### config.mk
export PLATFORM = sky130hd
export DESIGN_NAME = temp_sense_sched
export DESIGN_NICKNAME = d
export VERILOG_FILES = /design/src/rtl/temp_sense_pkg.sv /design/src/rtl/temp_sense_sched_avg4.sv /design/src/rtl/temp_sense_sched.sv
export SDC_FILE = /design/constraint.sdc
export NUM_CORES = 1
export LEC_CHECK = 0
export ABC_AREA = 0
export BUFFER_PORTS_ARGS = -buffer_cell sky130_fd_sc_hd__buf_4
export CAP_MARGIN = 25
export CORE_MARGIN = 1
export CORE_UTILIZATION = 66
export DETAILED_ROUTE_END_ITERATION = 10
export PLACE_DENSITY = 0.95
export SLEW_MARGIN = 10
export SYNTH_ARGS = -nofsm -noshare
export SYNTH_HDL_FRONTEND = slang
export SYNTH_HIERARCHICAL = 1
export SYNTH_SLANG_ARGS = --single-unit
### constraint.sdc
create_clock -name clk -period 5.2 [get_ports clk]
set_input_delay 0.26 -clock clk [delete_from_list [all_inputs] [get_ports clk]]
set_output_delay 0.26 -clock clk [all_outputs]
set_load 0.02 [all_outputs]
### src/rtl/temp_sense_pkg.sv
// temp_sense_pkg: shared state encoding, widths and default thresholds for TSD sequencing
package temp_sense_pkg;
   localparam int TS_W    = 8;
   localparam int TIMER_W = 20;
   localparam int SUM_W   = 10;
   localparam logic [TS_W-1:0] OFFSET_DEFAULT   = 8'd133;
   localparam logic [TS_W-1:0] ALARM_HI_DEFAULT = 8'd85;
   localparam logic [TS_W-1:0] ALARM_LO_DEFAULT = 8'd80;
   typedef enum logic [2:0] {
      S_IDLE,
      S_CLEAR,
      S_WAIT,
      S_CAPTURE,
      S_REPORT
   } ts_state_e;
endpackage

### src/rtl/temp_sense_sched_avg4.sv
// temp_avg4: 4-sample running average; the first sample after reset fills the whole history
module temp_avg4
   import temp_sense_pkg::*;
(
   input  logic            clk,
   input  logic            arst,
   input  logic            load,
   input  logic [TS_W-1:0] sample,
   output logic [TS_W-1:0] avg
);
   logic [TS_W-1:0]  hist_q [4];
   logic [SUM_W-1:0] sum_q;
   logic             full_q;
   // shift history and keep the sum incrementally; preload every slot while empty
   always_ff @(posedge clk or posedge arst) begin
      if (arst) begin
         hist_q <= '{default: '0};
         sum_q  <= '0;
         full_q <= 1'b0;
      end else if (load) begin
         full_q    <= 1'b1;
         hist_q[0] <= sample;
         hist_q[1] <= full_q ? hist_q[0] : sample;
         hist_q[2] <= full_q ? hist_q[1] : sample;
         hist_q[3] <= full_q ? hist_q[2] : sample;
         sum_q     <= full_q ? sum_q - SUM_W'(hist_q[3]) + SUM_W'(sample) : {sample, 2'b00};
      end
   end
   assign avg = sum_q[SUM_W-1:2];
endmodule

### src/rtl/temp_sense_sched.sv
// temp_sense_sched: sequences TSD conversions with timeout/retry, scales, averages and raises over-temp
module temp_sense_sched
   import temp_sense_pkg::*;
#(
   parameter logic [TIMER_W-1:0] PERIOD_CYCLES  = 20'd1048575,
   parameter int                 CLR_CYCLES     = 16,
   parameter logic [TIMER_W-1:0] TIMEOUT_CYCLES = 20'd524288,
   parameter int                 MAX_RETRY      = 2,
   parameter logic [TS_W-1:0]    OFFSET_DEGREES = OFFSET_DEFAULT,
   parameter logic [TS_W-1:0]    ALARM_HI       = ALARM_HI_DEFAULT,
   parameter logic [TS_W-1:0]    ALARM_LO       = ALARM_LO_DEFAULT
) (
   input  logic            clk,
   input  logic            arst,
   input  logic            enable,
   input  logic            sample_req,
   output logic            busy,
   output logic            tsd_clr,
   input  logic            tsd_done,
   input  logic [TS_W-1:0] tsd_out,
   output logic [TS_W-1:0] degrees_c,
   output logic [TS_W-1:0] degrees_c_avg,
   output logic            fresh_sample,
   output logic            failed_sample,
   output logic            over_temp
);
   localparam logic [TIMER_W-1:0] PER_LAST  = PERIOD_CYCLES - TIMER_W'(1);
   localparam logic [TIMER_W-1:0] CLR_LAST  = TIMER_W'(CLR_CYCLES - 1);
   localparam logic [TIMER_W-1:0] TO_LAST   = TIMEOUT_CYCLES - TIMER_W'(1);
   localparam logic [1:0]         RETRY_MAX = 2'(MAX_RETRY);
   ts_state_e          state_q;
   logic [TIMER_W-1:0] per_q, cnt_q;
   logic [1:0]         retry_q, sync_q;
   logic               pend_q, clr_q, busy_q, fresh_q, failed_q, ot_q, have_q;
   logic [TS_W-1:0]    raw_q, deg_d;
   logic               tick, start, done_s;
   assign tick   = enable && (per_q == PER_LAST);
   assign start  = pend_q || tick || sample_req;
   assign done_s = sync_q[1];
   assign deg_d  = tsd_out - OFFSET_DEGREES;
   // free-running period counter, parked at zero while disabled
   always_ff @(posedge clk or posedge arst) begin
      if (arst) per_q <= '0;
      else      per_q <= (!enable || tick) ? '0 : per_q + TIMER_W'(1);
   end
   // tsd_done comes from the analog block's own timing domain
   always_ff @(posedge clk or posedge arst) begin
      if (arst) sync_q <= '0;
      else      sync_q <= {sync_q[0], tsd_done};
   end
   // conversion sequencer with registered strobes; requests while busy fold into pend_q
   always_ff @(posedge clk or posedge arst) begin
      if (arst) begin
         state_q  <= S_IDLE;
         cnt_q    <= '0;
         retry_q  <= '0;
         pend_q   <= 1'b0;
         clr_q    <= 1'b0;
         busy_q   <= 1'b0;
         fresh_q  <= 1'b0;
         failed_q <= 1'b0;
         ot_q     <= 1'b0;
         have_q   <= 1'b0;
         raw_q    <= '0;
      end else begin
         fresh_q  <= 1'b0;
         failed_q <= 1'b0;
         pend_q   <= start;
         case (state_q)
            S_IDLE: if (start) begin
               pend_q  <= 1'b0;
               state_q <= S_CLEAR;
               cnt_q   <= '0;
               retry_q <= '0;
               clr_q   <= 1'b1;
               busy_q  <= 1'b1;
            end
            S_CLEAR: if (cnt_q == CLR_LAST) begin
               state_q <= S_WAIT;
               cnt_q   <= '0;
               clr_q   <= 1'b0;
            end else cnt_q <= cnt_q + TIMER_W'(1);
            S_WAIT: if (done_s) state_q <= S_CAPTURE;
            else if (cnt_q == TO_LAST) begin
               cnt_q <= '0;
               if (retry_q == RETRY_MAX) begin
                  failed_q <= 1'b1;
                  busy_q   <= 1'b0;
                  state_q  <= S_IDLE;
               end else begin
                  retry_q <= retry_q + 2'd1;
                  clr_q   <= 1'b1;
                  state_q <= S_CLEAR;
               end
            end else cnt_q <= cnt_q + TIMER_W'(1);
            S_CAPTURE: begin
               raw_q   <= tsd_out;
               have_q  <= 1'b1;
               ot_q    <= (deg_d >= ALARM_HI) ? 1'b1 : (deg_d < ALARM_LO) ? 1'b0 : ot_q;
               fresh_q <= 1'b1;
               state_q <= S_REPORT;
            end
            S_REPORT: begin
               busy_q  <= 1'b0;
               state_q <= S_IDLE;
            end
            default: begin
               state_q <= S_IDLE;
               clr_q   <= 1'b0;
               busy_q  <= 1'b0;
            end
         endcase
      end
   end
   temp_avg4 u_avg (
      .clk    (clk),
      .arst   (arst),
      .load   (state_q == S_CAPTURE),
      .sample (deg_d),
      .avg    (degrees_c_avg)
   );
   assign degrees_c     = have_q ? raw_q - OFFSET_DEGREES : '0;
   assign busy          = busy_q;
   assign tsd_clr       = clr_q;
   assign fresh_sample  = fresh_q;
   assign failed_sample = failed_q;
   assign over_temp     = ot_q;
endmodule

### After elaboration in Yosys (flattened, before gate mapping)

Cells that the tools add are included.

| storage, ports and cells | value |
|---|---|
| output and inout bits | 21 |
| bits in registers | 104 |
| logic and storage cells | 101 |
| bits in latches | 0 |
| RAM bits | 0 |
| memories | 0 |
| ROM bits | 0 |
| input port bits | 13 |

| cells by class | value |
|---|---|
| shift operators | 0 |
| reductions and logical operators | 17 |
| div/mod/pow operators | 0 |
| multipliers | 0 |
| $lt $le $gt $ge | 2 |
| multiplexer cells | 40 |
| equal/unequal tests | 15 |
| bitwise logic cells | 2 |
| $add $sub $neg | 7 |

Operators by type and width:

| cell | number |
|---|---|
| $mux W20 | 5 |
| $pmux W20 S3 | 1 |
| $add A20 B1 Y20 const B | 2 |
| $mux W8 | 4 |
| $eq A20 B19 Y1 const B | 1 |
| $eq A20 B20 Y1 const B | 1 |
| $eq A20 B4 Y1 const B | 1 |
| $mux W1 | 17 |
| $sub A8 B8 Y8 const B | 2 |
| $mux W3 | 4 |
| $ne A2 B2 Y1 const B | 6 |
| $pmux W3 S4 | 1 |
| $add A10 B8 Y10 | 1 |
| $mux W10 | 1 |
| $reduce_and A5 Y1 | 2 |
| $sub A10 B8 Y10 | 1 |
| $ge A8 B7 Y1 const B | 1 |
| $lt A8 B7 Y1 const B | 1 |
| $mux W2 | 4 |
| $eq A3 B2 Y1 const B | 2 |
| $reduce_and A3 Y1 | 2 |
| $reduce_and A6 Y1 | 1 |
| $pmux W1 S4 | 1 |
| $pmux W2 S2 | 1 |
| other kinds (15) | 20 |

### Depth between registers and ports, before layout

| logic depth | value |
|---|---|
| word-level depth | 6 |
| mapped depth | 14 |
| gate-level depth less buffers | 14 |

### By module

The synthesis kept the hierarchy.

Modules (own cells, without submodules):

| module | area each (um^2) | times used | seq. area each (um^2) | cells an instance |
|---|---|---|---|---|
| temp_sense_sched | 3413.3 | 1 | 1551.5 | 376 |
| temp_avg4 | 2459.9 | 1 | 1076.0 | 267 |

### Worst setup path before layout

OpenSTA, ideal clock, no wires.

| path | value |
|---|---|
| kind | input to register |
| from | input tsd_out[0] |
| to | register u_avg.sum_q[9] |
| stages on the path | 14 |
| setup time | 0.131 ns |
| data arrival time | 3.337 ns |
| slack | 1.731 ns |
| buffers on the path | 0 |
| required time | 5.069 ns |
| cell sequence | inv_1 -> ha_1 -> inv_1 -> a2111oi_0 -> xor2_1 -> inv_1 -> fa_1 -> inv_1 -> ha_1 -> a21oi_2 -> a31oi_1 -> or3_1 -> nand4_1 -> or3b_1 |

| between the ends | value |
|---|---|
| cells in the longest elaborated chain, start to end | 3 |

Ends and longest elaborated chain:

| element | line | text |
|---|---|---|
| start: declaration | temp_sense_sched.sv:20 | `input logic [TS_W-1:0] tsd_out,` |
| $sub A8 B8 Y8 | temp_sense_sched.sv:40 | `assign deg_d = tsd_out - OFFSET_DEGREES;` |
| via deg_d[6] | temp_sense_sched.sv:35 | `logic [TS_W-1:0] raw_q, deg_d;` |
| $add A10 B8 Y10 | temp_sense_sched_avg4.sv:26 | `sum_q <= full_q ? sum_q - SUM_W'(hist_q[3]) + SUM_W'(sample) : {sample, 2'b00};` |
| $mux W10 | temp_sense_sched_avg4.sv:26 |  |
| end signal: assignment | temp_sense_sched_avg4.sv:26 |  |
| end: declaration | temp_sense_sched_avg4.sv:12 | `logic [SUM_W-1:0] sum_q;` |

The timed path passes the listed nets, and every way through them passes these cells.
A chain may end at the register's enable or synchronous reset.

### Worst setup path after layout

Ends and elaborated chain as after synthesis.

==> reports/results.ini <==
[synth]
ys_ff_latch = 105
synth_top_family_by_area = simple AND/OR/NAND/NOR gates
synth-xor-area-share_pct = 5.07
async_flop_share_pct = 100
ys.flop_type = dfrtp_1
yosys.area_share.simple_pct = 18.8
synth_nets = 682
synth_fa_ha_area_share_pct = 6.56
synth_compound_area_share_pct = 16.1
yosysSeqAreaShare_pct = 44.7
synth_cell_types = 61
yosys_warnings = 6
syn_avg_cell_area_um2 = 9.13
synthCells = 643
netlist_area_mm2 = 0.00587
synth_mux_area_share_pct = 2.39
synth_edf_count = 0

[die]
fp.dieW_um = 96.3
die_h_um = 96.3
io_pins = 34
core_area_mm2 = 0.00868
initial_core_util_pct = 67.7
dieArea_mm2 = 0.00928
core.rowCount = 34

[clock_tree]
clock_sink_count = 105
cts.htree.levels = 3
cts.repair.resized = 0
cts_root_buffer = clkbuf_8
cts_tree = done
path_clk_slew_ns = 0.10
cts_buffers = 9
clockBufferDepth = 2
clock_latency_ns = 0.37

[timing]
hold_slack_ns = 0.0515
setup_viol = 0
finalHoldViolations = 0
finalSetupTns_ns = 0
layout_min_cycle_time_ns = 3.64
fin_skew_ns = 0.0186
tightestPinTransition_ns = 0.768
finalCritPeriodShare_pct = 69.9
fmax_ghz = 0.275
slew_viol_final = 0
grt_setup_unrepaired = false
slew_headroom_pct = 48.8

[power_and_ir_drop]
power_density_mw_per_mm2 = 243
power.leakage_uw = 0.00290
ir_drop_mv = 0.142

[grt]
antenna_found_initial = 0
grt_usage_pct = 28.4
grt_pass1_wl_mm = 20.3
grt_max_degree = 63
grt_overflow = 0
grt_pass1_vias = 4453

[finish]
area_growth_pct = 7.73
layout-drive-gt1-share_pct = 11.5
fin_area_mm2 = 0.00633
antenna_cells = 0
finalNetCount = 696

[worst_setup_path]
cp_max_fo = 5
worst_ep_required_time_ns = 5.44
reg2regPathDepth = 7
crit_path_end_kind = flop
crit_arrival_ns = 3.87
startpoint_type = input port
crit_type = in -> reg

[placed_design]
placed_cell_area_mm2 = 0.00610
place.detailed.hpwl_mm = 8.49
gp_congestion = 0.875
port_buffers = 33

[worst_hold_path]
hp-class = in -> async

[drt]
wire_per_inst_um = 16.1
drt_iter0_drc = 247
post-route-drc-count = 0
dr.pass1.iters = 5
drtAntennaViolNets = 0
vias = 4698
via_per_inst = 6.10
wl_mm = 12.4

[job]
maxCapViolations = 0

[outcome]
status = complete, no violations

path summary, 6_finish.rpt:
check | to | slack, ns | start
setup / recovery | u_avg/sum_q[9]$_DFFE_PP0P_ | 1.56 | tsd_out[0]
hold / removal | u_avg/hist_q[29]$_DFFE_PP0P_ | 0.05 | arst
setup reg to reg | cnt_q[12]$_DFFE_PP0P_ | 2.36 | cnt_q[0]$_DFFE_PP0P_
hold reg to reg | sync_q[1]$_DFF_PP0_ | 0.36 | sync_q[0]$_DFF_PP0_
max in group asynchronous | fresh_sample$_DFF_PP0_ | 4.57 | arst
min in group clk | raw_q[7]$_DFFE_PP0P_ | 0.12 | tsd_out[7]
cells in the mapped netlist, types with 8 or more instances:
cell type	instances	area share, %
dfrtp_1	105	45
nor3_1	10	0.85
ha_1	18	3.8
xnor2_1	14	2.1
mux2_2	8	1.5
fa_1	8	2.7
nor2b_1	10	1.1
and2_1	8	0.85
inv_1	51	3.3
a21o_1	10	1.3
clkbuf_1	16	1.0
a21oi_1	75	6.4
nor2_1	68	4.3
nand2_1	55	3.5
buf_4	9	1.2
nand4_1	14	1.5
nand3_1	22	1.9
xor2_1	20	3.0
o21ai_0	36	3.1
critical path: stages:
cell and delay, ns:
buf_4 0.12, inv_1 0.12, ha_1 0.23, inv_1 0.07, a2111oi_0 0.49, xor2_1 0.34, inv_1 0.13, fa_1 0.54
inv_1 0.04, ha_1 0.35, a21oi_2 0.23, a31oi_1 0.11, or3_1 0.33, nand4_1 0.12, or3b_1 0.37
registers in the layout (all words and copies together) (netlist names), 2 cells and up:
register / count
raw_q: 8
retry_q: 2
sync_q: 2
cnt_q: 20
u_avg/hist_q: 32
per_q: 20
u_avg/sum_q: 10
state_q: 3
per-stage QoR:
stage / total power (µW) / setup slack, ns / cells / util [%]
detailed placement: 1020 / 1.29 / 753 / 70.3
CTS: 1540 / 1.62 / 770 / 72.9
floorplan: 973 / 1.73 / 643 / -
global placement: 1010 / 1.43 / 753 / 70.3
finish: 1540 / 1.56 / 770 / 72.9
global route: 1610 / 1.37 / 770 / 72.9
power breakdown:
part | total [µW] | switching (µW) | leakage, µW | internal (µW)
clock network | 531 | 289 | 0.000105 | 242
logic | 182 | 113 | 0.00160 | 68.6
registers | 827 | 5.74 | 0.00120 | 821
cell families (layout without fill, tap and decap cells):
group	Yosys count	in the layout
compound gates	157	157
xor+xnor	34	34
buf+inv	86	105
fa+ha+maj	26	26
simple gates	222	222
mux	13	13
flops	105	105
cell usage in the layout (no fill, tap or decap), types with 4 or more instances in the layout:
cell type  netlist  final
nand4_1         14     14
a21o_1          10     10
xnor2_1         14     14
a21oi_1         75     75
mux2i_1          5      5
and4_1           4      4
and2_1           8      8
nand3_1         22     22
nand2_1         55     55
dfrtp_1        105    105
o221ai_1         4      4
nor2_1          68     68
o21ai_0         36     36
nor2b_1         10     10
mux2_2           8      8
fa_1             8      8
buf_4            9     37
inv_1           51     49
nor4_1           5      5
a22o_1           5      5
clkbuf_8         0     10
and3_1           5      5
xor2_1          20     20
nor3_1          10     10
ha_1            18     18
cell type report:
cell class,instances,area [µm²]
flip-flops and latches,105,2630
repair buffers,38,288
inverters,51,191
clock buffers,10,138
well taps,108,135
clock inverters,6,75.1
multi-input cells,452,2870
fillers,583,2350
what timing repair did:
action,4_1_cts,5_1_grt
buffers inserted,0,0
endpoints found under the hold margin,1,0
hold buffers,1,0
per-layer routing:
metal  wire length, µm  GRT usage (%)
met3               675           4.58
met2              6050           48.6
met4               327           11.5
met1              5360           36.0
met5                 0              0
Note: power is estimated with default switching activity, not from simulation.
